## config.mk

```make
export PLATFORM = sky130hd
export DESIGN_NAME = morph_pass_sequencer
export DESIGN_NICKNAME = d
export VERILOG_FILES = /design/src/rtl/morph_seq_pkg.sv /design/src/rtl/frame_addr_gen.sv /design/src/rtl/morph_pass_sequencer.sv
export SDC_FILE = /design/constraint.sdc
export NUM_CORES = 1
export LEC_CHECK = 0
export ABC_AREA = 1
export CELL_PAD_IN_SITES_DETAIL_PLACEMENT = 1
export CELL_PAD_IN_SITES_GLOBAL_PLACEMENT = 2
export CORE_ASPECT_RATIO = 1.1
export CORE_MARGIN = 5
export CORE_UTILIZATION = 34
export CTS_CLUSTER_DIAMETER = 40
export CTS_CLUSTER_SIZE = 12
export DETAILED_ROUTE_END_ITERATION = 8
export GPL_TIMING_DRIVEN = 0
export MAX_ROUTING_LAYER = met4
export PLACE_DENSITY = 0.77
export SETUP_SLACK_MARGIN = 0.1
export SYNTH_ARGS = -nofsm -noshare
export SYNTH_HDL_FRONTEND = slang
export SYNTH_SLANG_ARGS = --single-unit
export TNS_END_PERCENT = 10
```

## constraint.sdc

```tcl
create_clock -name vga_ctrl_clk -period 4.22 [get_ports vga_ctrl_clk]
set_input_delay 1.055 -clock vga_ctrl_clk [delete_from_list [all_inputs] [get_ports vga_ctrl_clk]]
set_output_delay 1.055 -clock vga_ctrl_clk [all_outputs]
set_load 0.005 [all_outputs]
```

## src/rtl/morph_seq_pkg.sv

```systemverilog
// Shared encodings for the morphology pass sequencer: FSM states, filter ops,
// read-source codes and the pass-count clamp.
package morph_seq_pkg;

  typedef enum logic [2:0] {
    ST_WAIT_LOCK = 3'd0,
    ST_IDLE      = 3'd1,
    ST_SETUP     = 3'd2,
    ST_STREAM    = 3'd3,
    ST_DRAIN     = 3'd4,
    ST_NEXT      = 3'd5
  } state_e;

  localparam logic OP_ERO = 1'b0;
  localparam logic OP_DIL = 1'b1;

  localparam logic [1:0] SRC_ROM = 2'b00;
  localparam logic [1:0] SRC_A   = 2'b01;
  localparam logic [1:0] SRC_B   = 2'b10;

  localparam int MAX_PASSES = 4;

  // A request for zero passes still runs one unfiltered copy pass.
  function automatic logic [2:0] clamp_passes(input logic [2:0] n);
    if (n == 3'd0) return 3'd1;
    if (n > 3'(MAX_PASSES)) return 3'(MAX_PASSES);
    return n;
  endfunction

  // Pass 0 reads the ROM; later passes read the buffer the previous pass wrote.
  function automatic logic [1:0] pass_src(input logic [1:0] p);
    if (p == 2'd0) return SRC_ROM;
    return p[0] ? SRC_A : SRC_B;
  endfunction

endpackage

```

## src/rtl/frame_addr_gen.sv

```systemverilog
// Frame pixel counter: synchronous clear, count enable, saturates at the last
// pixel and flags it.
module frame_addr_gen #(
  parameter int N_PIX  = 307200,
  parameter int ADDR_W = 19
) (
  input  logic              clk_i,
  input  logic              rst_i,
  input  logic              clear_i,
  input  logic              en_i,
  output logic [ADDR_W-1:0] addr_o,
  output logic              last_o
);

  logic [ADDR_W-1:0] addr_q, addr_d;

  assign last_o = (addr_q == ADDR_W'(N_PIX - 1));
  assign addr_o = addr_q;

  always_comb begin
    addr_d = addr_q;
    if (clear_i) begin
      addr_d = '0;
    end else if (en_i && !last_o) begin
      addr_d = addr_q + ADDR_W'(1);
    end
  end

  always_ff @(posedge clk_i or posedge rst_i) begin
    if (rst_i) begin
      addr_q <= '0;
    end else begin
      addr_q <= addr_d;
    end
  end

endmodule

```

## src/rtl/morph_pass_sequencer.sv

```systemverilog
// Sequences up to four erosion/dilation passes over a frame, ping-ponging
// between RAM A and RAM B, and hands the final buffer to the display.
module morph_pass_sequencer
  import morph_seq_pkg::*;
#(
  parameter int IMG_W    = 640,
  parameter int IMG_H    = 480,
  parameter int ADDR_W   = 19,
  parameter int PIPE_LAT = 3
) (
  input  logic              vga_ctrl_clk,
  input  logic              rst,
  input  logic              pll_lock,
  input  logic              start,
  input  logic [2:0]        num_passes,
  input  logic [3:0]        op_seq,
  output logic [ADDR_W-1:0] rd_addr,
  output logic [1:0]        rd_src,
  output logic [ADDR_W-1:0] wr_addr,
  output logic              wr_en,
  output logic              wr_dst,
  output logic              erosion_en,
  output logic              dilation_en,
  output logic              busy,
  output logic              done,
  output logic              abort,
  output logic              vga_flag,
  output logic              disp_buf,
  output logic [2:0]        dbg_state
);

  localparam int N_PIX = IMG_W * IMG_H;

  state_e      state_q, state_d;
  logic [2:0]  passes_q, passes_d;
  logic        copy_q, copy_d;
  logic [3:0]  ops_q, ops_d;
  logic [1:0]  pass_q, pass_d;
  logic [7:0]  drain_q, drain_d;
  logic        done_q, done_d;
  logic        abort_q, abort_d;
  logic        ran_q, ran_d;
  logic        disp_q, disp_d;

  logic              rd_last;
  logic              stream_v;
  logic              more_passes;
  logic              filt_on;
  logic [ADDR_W-1:0] rd_cnt;

  logic [PIPE_LAT-1:0] wv_q;
  logic [ADDR_W-1:0]   wa_q [PIPE_LAT];

  frame_addr_gen #(
    .N_PIX  (N_PIX),
    .ADDR_W (ADDR_W)
  ) u_rd_gen (
    .clk_i   (vga_ctrl_clk),
    .rst_i   (rst),
    .clear_i (state_q inside {ST_WAIT_LOCK, ST_IDLE, ST_NEXT}),
    .en_i    (state_q == ST_STREAM),
    .addr_o  (rd_cnt),
    .last_o  (rd_last)
  );

  assign stream_v    = (state_q == ST_STREAM);
  assign more_passes = (({1'b0, pass_q} + 3'd1) < passes_q);

  always_comb begin
    state_d  = state_q;
    passes_d = passes_q;
    copy_d   = copy_q;
    ops_d    = ops_q;
    pass_d   = pass_q;
    drain_d  = drain_q;
    done_d   = 1'b0;
    abort_d  = abort_q;
    ran_d    = ran_q;
    disp_d   = disp_q;
    // Lock loss overrides every other transition, including in IDLE.
    if (state_q != ST_WAIT_LOCK && !pll_lock) begin
      state_d = ST_WAIT_LOCK;
      abort_d = 1'b1;
      pass_d  = 2'd0;
    end else begin
      case (state_q)
        ST_WAIT_LOCK: if (pll_lock) state_d = ST_IDLE;
        ST_IDLE: begin
          if (start) begin
            state_d  = ST_SETUP;
            passes_d = clamp_passes(num_passes);
            copy_d   = (num_passes == 3'd0);
            ops_d    = op_seq;
            pass_d   = 2'd0;
            abort_d  = 1'b0;
          end
        end
        ST_SETUP: state_d = ST_STREAM;
        ST_STREAM: begin
          drain_d = 8'd0;
          if (rd_last) state_d = ST_DRAIN;
        end
        ST_DRAIN: begin
          if (drain_q == 8'(PIPE_LAT - 1)) state_d = ST_NEXT;
          else drain_d = drain_q + 8'd1;
        end
        ST_NEXT: begin
          if (more_passes) begin
            pass_d  = pass_q + 2'd1;
            state_d = ST_SETUP;
          end else begin
            done_d  = 1'b1;
            ran_d   = 1'b1;
            disp_d  = pass_q[0];
            state_d = ST_IDLE;
          end
        end
        default: state_d = ST_WAIT_LOCK;
      endcase
    end
  end

  always_ff @(posedge vga_ctrl_clk or posedge rst) begin
    if (rst) begin
      state_q  <= ST_WAIT_LOCK;
      passes_q <= 3'd0;
      copy_q   <= 1'b0;
      ops_q    <= 4'd0;
      pass_q   <= 2'd0;
      drain_q  <= 8'd0;
      done_q   <= 1'b0;
      abort_q  <= 1'b0;
      ran_q    <= 1'b0;
      disp_q   <= 1'b0;
    end else begin
      state_q  <= state_d;
      passes_q <= passes_d;
      copy_q   <= copy_d;
      ops_q    <= ops_d;
      pass_q   <= pass_d;
      drain_q  <= drain_d;
      done_q   <= done_d;
      abort_q  <= abort_d;
      ran_q    <= ran_d;
      disp_q   <= disp_d;
    end
  end

  // Write side mirrors the read stream PIPE_LAT cycles later; lock loss flushes it.
  always_ff @(posedge vga_ctrl_clk or posedge rst) begin
    if (rst) begin
      wv_q <= '0;
      for (int i = 0; i < PIPE_LAT; i++) wa_q[i] <= '0;
    end else begin
      wv_q[0] <= stream_v && pll_lock;
      wa_q[0] <= rd_cnt;
      for (int i = 1; i < PIPE_LAT; i++) begin
        wv_q[i] <= wv_q[i-1] && pll_lock;
        wa_q[i] <= wa_q[i-1];
      end
    end
  end

  assign filt_on     = (state_q inside {ST_SETUP, ST_STREAM, ST_DRAIN}) && !copy_q;
  assign erosion_en  = filt_on && (ops_q[pass_q] == OP_ERO);
  assign dilation_en = filt_on && (ops_q[pass_q] == OP_DIL);

  assign rd_addr   = rd_cnt;
  assign rd_src    = pass_src(pass_q);
  assign wr_addr   = wa_q[PIPE_LAT-1];
  assign wr_en     = wv_q[PIPE_LAT-1];
  assign wr_dst    = pass_q[0];
  assign busy      = state_q inside {ST_SETUP, ST_STREAM, ST_DRAIN, ST_NEXT};
  assign done      = done_q;
  assign abort     = abort_q;
  assign vga_flag  = ran_q && (state_q == ST_IDLE);
  assign disp_buf  = disp_q;
  assign dbg_state = state_q;

endmodule

```

Yosys cells after proc, flatten, opt, wreduce, memory -nomap -nowiden. Cells that the tools add are included.

Word-level logic and storage cells: 108. Output and inout bits: 52. Flip-flop bits (word level): 104.

Multiplexer cells: 40. Add/subtract/negate cells: 4. Equal/unequal tests: 13. Magnitude comparators: 3. Reductions and logical operators: 30. Bitwise operators: 3.

Operators by type and width (number): $mux 19 (2); $mux 3 (9); $add 19x1->19 const B (1); $eq 19x19->1 const B (1); $pmux 3 s6 (1); $mux 1 (17); $pmux 8 s2 (1); $mux 2 (7); $reduce_and 3->1 (4); $reduce_bool 3->1 (4); $logic_and 1x1->1 (9); $ne 3x2->1 const B (3); $add 8x1->8 const B (1); $eq 8x2->1 const B (1); $mux 8 (1); $reduce_bool 2->1 (4); $eq 3x2->1 const B (2); $eq 3x3->1 const B (2); $logic_not 3->1 (2); $pmux 2 s2 (1); $reduce_and 4->1 (1); $reduce_bool 4->1 (1); $add 2x1->3 const B (1); $eq 3x1->1 const B (1); 12 further kinds (16).

Logic depth before layout (Yosys ltp).
Word-level depth: 11. Mapped depth: 10.

Cells and area by module. Synthesis repeated with hierarchy kept, for this count alone.

Cell total of the unflattened synthesis: 480. Area total of the unflattened synthesis: 4526.8 sq um.

By module, submodules not included: morph_pass_sequencer (instances 1, area an instance 3210.6 sq um, cells each 285, seq. area each 2127.0 sq um); frame_addr_gen (instances 1, area an instance 1316.3 sq um, cells each 195, seq. area each 475.5 sq um).

Least setup slack after synthesis. Ideal clock, no wire load.

Path kind: register to output. Start: register state_q[0] (netlist: dbg_state[0]). End: output port dilation_en. Path buffers: 0. Slack: 2.146 ns. Stages on the path, launching flop included: 6. Arrival time: 1.019 ns. Path through: dfrtp_1 -> nor2_1 -> nand2_1 -> nand2_1 -> nand2_1 -> nor2_1.

Word-level cells in the longest chain between the ends: 4. Elaborated cells between the ends (all ways): 6.

RTL lines: from (decl) (RTL line morph_pass_sequencer.sv:34) `state_e state_q, state_d;`; from (signal assigned) (RTL line morph_pass_sequencer.sv:136) `state_q <= state_d;`; $eq 3x2->1 or $eq 3x3->1 (tied branches) (RTL line morph_pass_sequencer.sv:164) `assign filt_on = (state_q inside {ST_SETUP, ST_STREAM, ST_DRAIN}) && !copy_q;`; $reduce_bool 3->1 (*) (RTL line morph_pass_sequencer.sv:164); $logic_and 1x1->1 (*) (RTL line morph_pass_sequencer.sv:164); $logic_and 1x1->1 (*) (RTL line morph_pass_sequencer.sv:166) `assign dilation_en = filt_on && (ops_q[pass_q] == OP_DIL);`; to (decl) (RTL line morph_pass_sequencer.sv:23) `output logic dilation_en,`.

Mark *: on every way between the ends. The rest lies on a longest branch, timed or not.

Final worst setup path.
Start: register state_q[0] (netlist: dbg_state[0]). End: output port erosion_en.

Word-level cells in the longest chain between the ends: 4. Elaborated cells between the ends (all ways): 6.

RTL lines: $eq 3x2->1 or $eq 3x3->1 (tied branches) (RTL line morph_pass_sequencer.sv:164); $reduce_bool 3->1 (*) (RTL line morph_pass_sequencer.sv:164); $logic_and 1x1->1 (*) (RTL line morph_pass_sequencer.sv:164); $logic_and 1x1->1 (*) (RTL line morph_pass_sequencer.sv:165) `assign erosion_en = filt_on && (ops_q[pass_q] == OP_ERO);`; to (decl) (RTL line morph_pass_sequencer.sv:22) `output logic erosion_en,`.

Marks and branches as above.

==> results.json <==
{
  "status": "completed",
  "clock_latency_ns": 0.34,
  "yosys_warnings": 0,
  "crit_type": "register to primary output",
  "comb_power_share_pct": 22.9,
  "yosys-top-cells-area": "dfrtp_1 61%, nand2_1 11%, nor2_1 4.4%",
  "critPathRequiredTime_ns": 3.16,
  "hp-class": "register to register",
  "reg2regPathDepth": 9,
  "worstReg2RegEnd": "u_rd_gen.addr_o[17]$_DFFE_PP0P_",
  "fin_crit_ns": 3.09,
  "synthDistinctLibCells": 31,
  "finClkSkew_ns": 0.00559,
  "dr.pass1.iters": 4,
  "async_flop_share_pct": 100,
  "worst_pin_slew_ns": 0.520,
  "yosysSeqAreaShare_pct": 60.6,
  "nets": 536,
  "cts_resized": 0,
  "final.period_utilization_pct": 73.2,
  "core_sq_um": 12500,
  "postSynthCellCount": 443,
  "power.leakage_nw": 2.63,
  "powerDensity_nw_per_um2": 464,
  "io_buffers": 62,
  "ios": 63,
  "dr_total_vias": 3042,
  "grt.overflow.total": 0,
  "clk_pin_slew_ns": 0.07,
  "synth_top_area_share_pct": 60.6,
  "critPathLaunchType": "register",
  "p_int_w": 0.00171,
  "multi_input_area_sq_um": 1380,
  "min_path_cells": 0,
  "cts.sinks": 104,
  "groute.usage.overall_pct": 14.7,
  "grt_pass1_vias": 3355,
  "fmax_mhz": 324,
  "initial_core_util_pct": 34.4,
  "die_x_um": 117,
  "path_max_fanout": 9,
  "die_h_um": 128,
  "cts_setup_buffers": 0,
  "setup-tns-final_ns": 0,
  "finalSetupViolCount": 0,
  "synth_most_common_cell": "nand2_1",
  "seq_area_sq_um": 2600,
  "synth_edf_count": 0,
  "slew_violations": 0,
  "drt_iter0_markers": 115,
  "cp_cell_sequence": "nor2_1 -> nand2_1 -> nand2_1 -> nand2_1 -> nor2_1 -> clkdlybuf4s50_1",
  "total_power_w": 0.00252,
  "clockRootBuffer": "clkbuf_16",
  "rsz0062_at_grt": "no",
  "numCtsBuffers": 9,
  "rows": 43,
  "wl_per_cell_um": 14.0,
  "min_to": "wr_addr[3]$_DFF_PP0_",
  "drv_cap": 0,
  "pwr-share-clk_pct": 31.9,
  "synth_commonest_cells": "123 x nand2_1, 104 x dfrtp_1, 50 x nor2_1, 33 x inv_1, 32 x nand3_1",
  "dpl-instance-area_sq_um": 5140,
  "synth_ff_type": "dfrtp_1",
  "die_area_sq_um": 15000,
  "min-delay-start": "wa_q[22]$_DFF_PP0_",
  "vias_per_cell": 4.48,
  "layout_setup_ws_ns": 1.13,
  "clockBufferDepth": 2,
  "arrival_ns": 2.03,
  "switching_share_pct": 32.0,
  "routed_wl_um": 9510,
  "ys_seq_elements": 104,
  "final_cell_area_sq_um": 5430,
  "max_stage_delay_ns": 0.51,
  "drive_above_1_share_pct": 10.2,
  "antenna_found_initial": 0,
  "synth_top_area_cell": "dfrtp_1",
  "route.detailed.drc": 0,
  "gp_congestion": 0.775,
  "r2r-start": "u_rd_gen.addr_o[0]$_DFFE_PP0P_",
  "syn_to_final_growth_pct": 26.5,
  "p_switching_w": 0.000805,
  "path_buf_inv": 1,
  "rrSetupSlack_ns": 2.08,
  "seqPwrFrac_pct": 45.1,
  "place_hpwl_um": 6920,
  "crit_family": "simple AND/OR/NAND/NOR gates",
  "slowest_stage": "clkdlybuf4s50_1",
  "fillers": 1401,
  "cts_tree": "yes",
  "pre_cts_slack_ns": 1.46,
  "detail-route-antenna-nets": 0,
  "hold_buffers": 0,
  "hold_viol": 0,
  "grt_pass1_wl_um": 16900,
  "syn_nets": 462,
  "ir_worst_vdd_v": 0.000218,
  "max_slew_margin_pct": 65.4,
  "netlist_area_sq_um": 4290,
  "grt_max_degree": 70,
  "endpoint_kind": "primary output",
  "antenna_cells": 0,
  "synth_area_per_cell_sq_um": 9.69,
  "h-tree-depth": 3,
  "crit_path_frequent_cell": "nand2_1"
}
## through the flow
stage	util, %	hold slack (ns)	std cells
2_1_floorplan	-	0.331	443
3_3_place_gp	40.9	0.332	662
3_5_place_dp	41.2	0.336	663
4_1_cts	43.5	0.352	679
5_1_grt	43.5	0.356	679
6_report	43.5	0.349	679
## flip-flops by register name, summed over array words and instances, names as in the netlist, 2 cells and up
signal / flops
passes_q: 3
drain_q: 8
wr_addr: 19
pass_q: 2
wa_q: 38
u_rd_gen.addr_o: 19
dbg_state: 3
ops_q: 4
wv_q: 3
## cell usage in the layout, fill, tap and decap left out, types with 3 or more instances in the layout
| cell type | n |
|---|---|
| inv_6 | 3 |
| clkbuf_16 | 9 |
| inv_1 | 32 |
| ha_1 | 8 |
| clkdlybuf4s50_1 | 62 |
| dfrtp_1 | 104 |
| xor2_1 | 15 |
| nand2_1 | 123 |
| nand4_1 | 9 |
| o21ai_0 | 15 |
| nor2_1 | 50 |
| or2_2 | 3 |
| a21oi_1 | 6 |
| buf_4 | 19 |
| nand3_1 | 32 |
## layer usage
metal / up-vias / GRT usage, % / wire length (um)
met2: 41 / 22.3 / 4380
met3: 13 / 2.93 / 287
met4: 0 / 5.67 / 170
met5: - / - / 0
li1: 1525 / - / -
met1: 1463 / 19.5 / 4670
## how the worst max path moves through the flow
| stage | startpoint | end | slack [ns] | cells past startpoint |
|---|---|---|---|---|
| after floorplan | rst | abort$_DFFE_PP0P_ | 0.43 | 1 |
| after global placement | rst | drain_q[3]$_DFFE_PP0P_ | -1.09 | 2 |
| after detailed placement | dbg_state[0]$_DFFE_PP0P_ | erosion_en | 1.46 | 6 |
| after CTS | dbg_state[0]$_DFFE_PP0P_ | erosion_en | 1.07 | 6 |
| after global routing | dbg_state[0]$_DFFE_PP0P_ | erosion_en | 0.94 | 6 |
| final | dbg_state[0]$_DFFE_PP0P_ | erosion_en | 1.13 | 6 |
## power by group through the flow
stage	clock [W]	combinational [W]	sequential (W)
CTS	0.000835	0.000594	0.00114
global placement	0	0.000571	0.00115
finish	0.000805	0.000578	0.00114
detailed placement	0	0.000591	0.00116
floorplan	0	0.000365	0.00114
global route	0.000877	0.000662	0.00115
## worst register-to-register path, cell delays in order (launching register included)
cell      delay [ns]
dfrtp_1         0.47
ha_1            0.34
nand2_2         0.15
nor2_4          0.06
nand2_2         0.12
nor2_1          0.06
nor2_1          0.16
clkbuf_1        0.44
nand4_1         0.15
nand2_1         0.11
## cell families (layout without fill, tap and decap cells)
| logic type | after synthesis | in the layout | synth area share (%) |
|---|---|---|---|
| xor+xnor | 17 | 17 | 3.47 |
| fa+ha+maj | 8 | 8 | 2.33 |
| simple gates | 228 | 228 | 22.7 |
| buf+inv | 59 | 138 | 7.20 |
| compound gates | 27 | 27 | 3.64 |
| flops | 104 | 104 | 60.6 |
## final cells by class
class,count,area share [%]
multi-input combinational,280,25.4
clock buffer,10,4.40
timing repair buffer,63,11.9
clock inverter,6,0.922
buffer,22,3.04
tap,157,3.62
inverter,37,2.70
sequential,104,47.9
No activity file was read; power rests on OpenSTA's default activity.
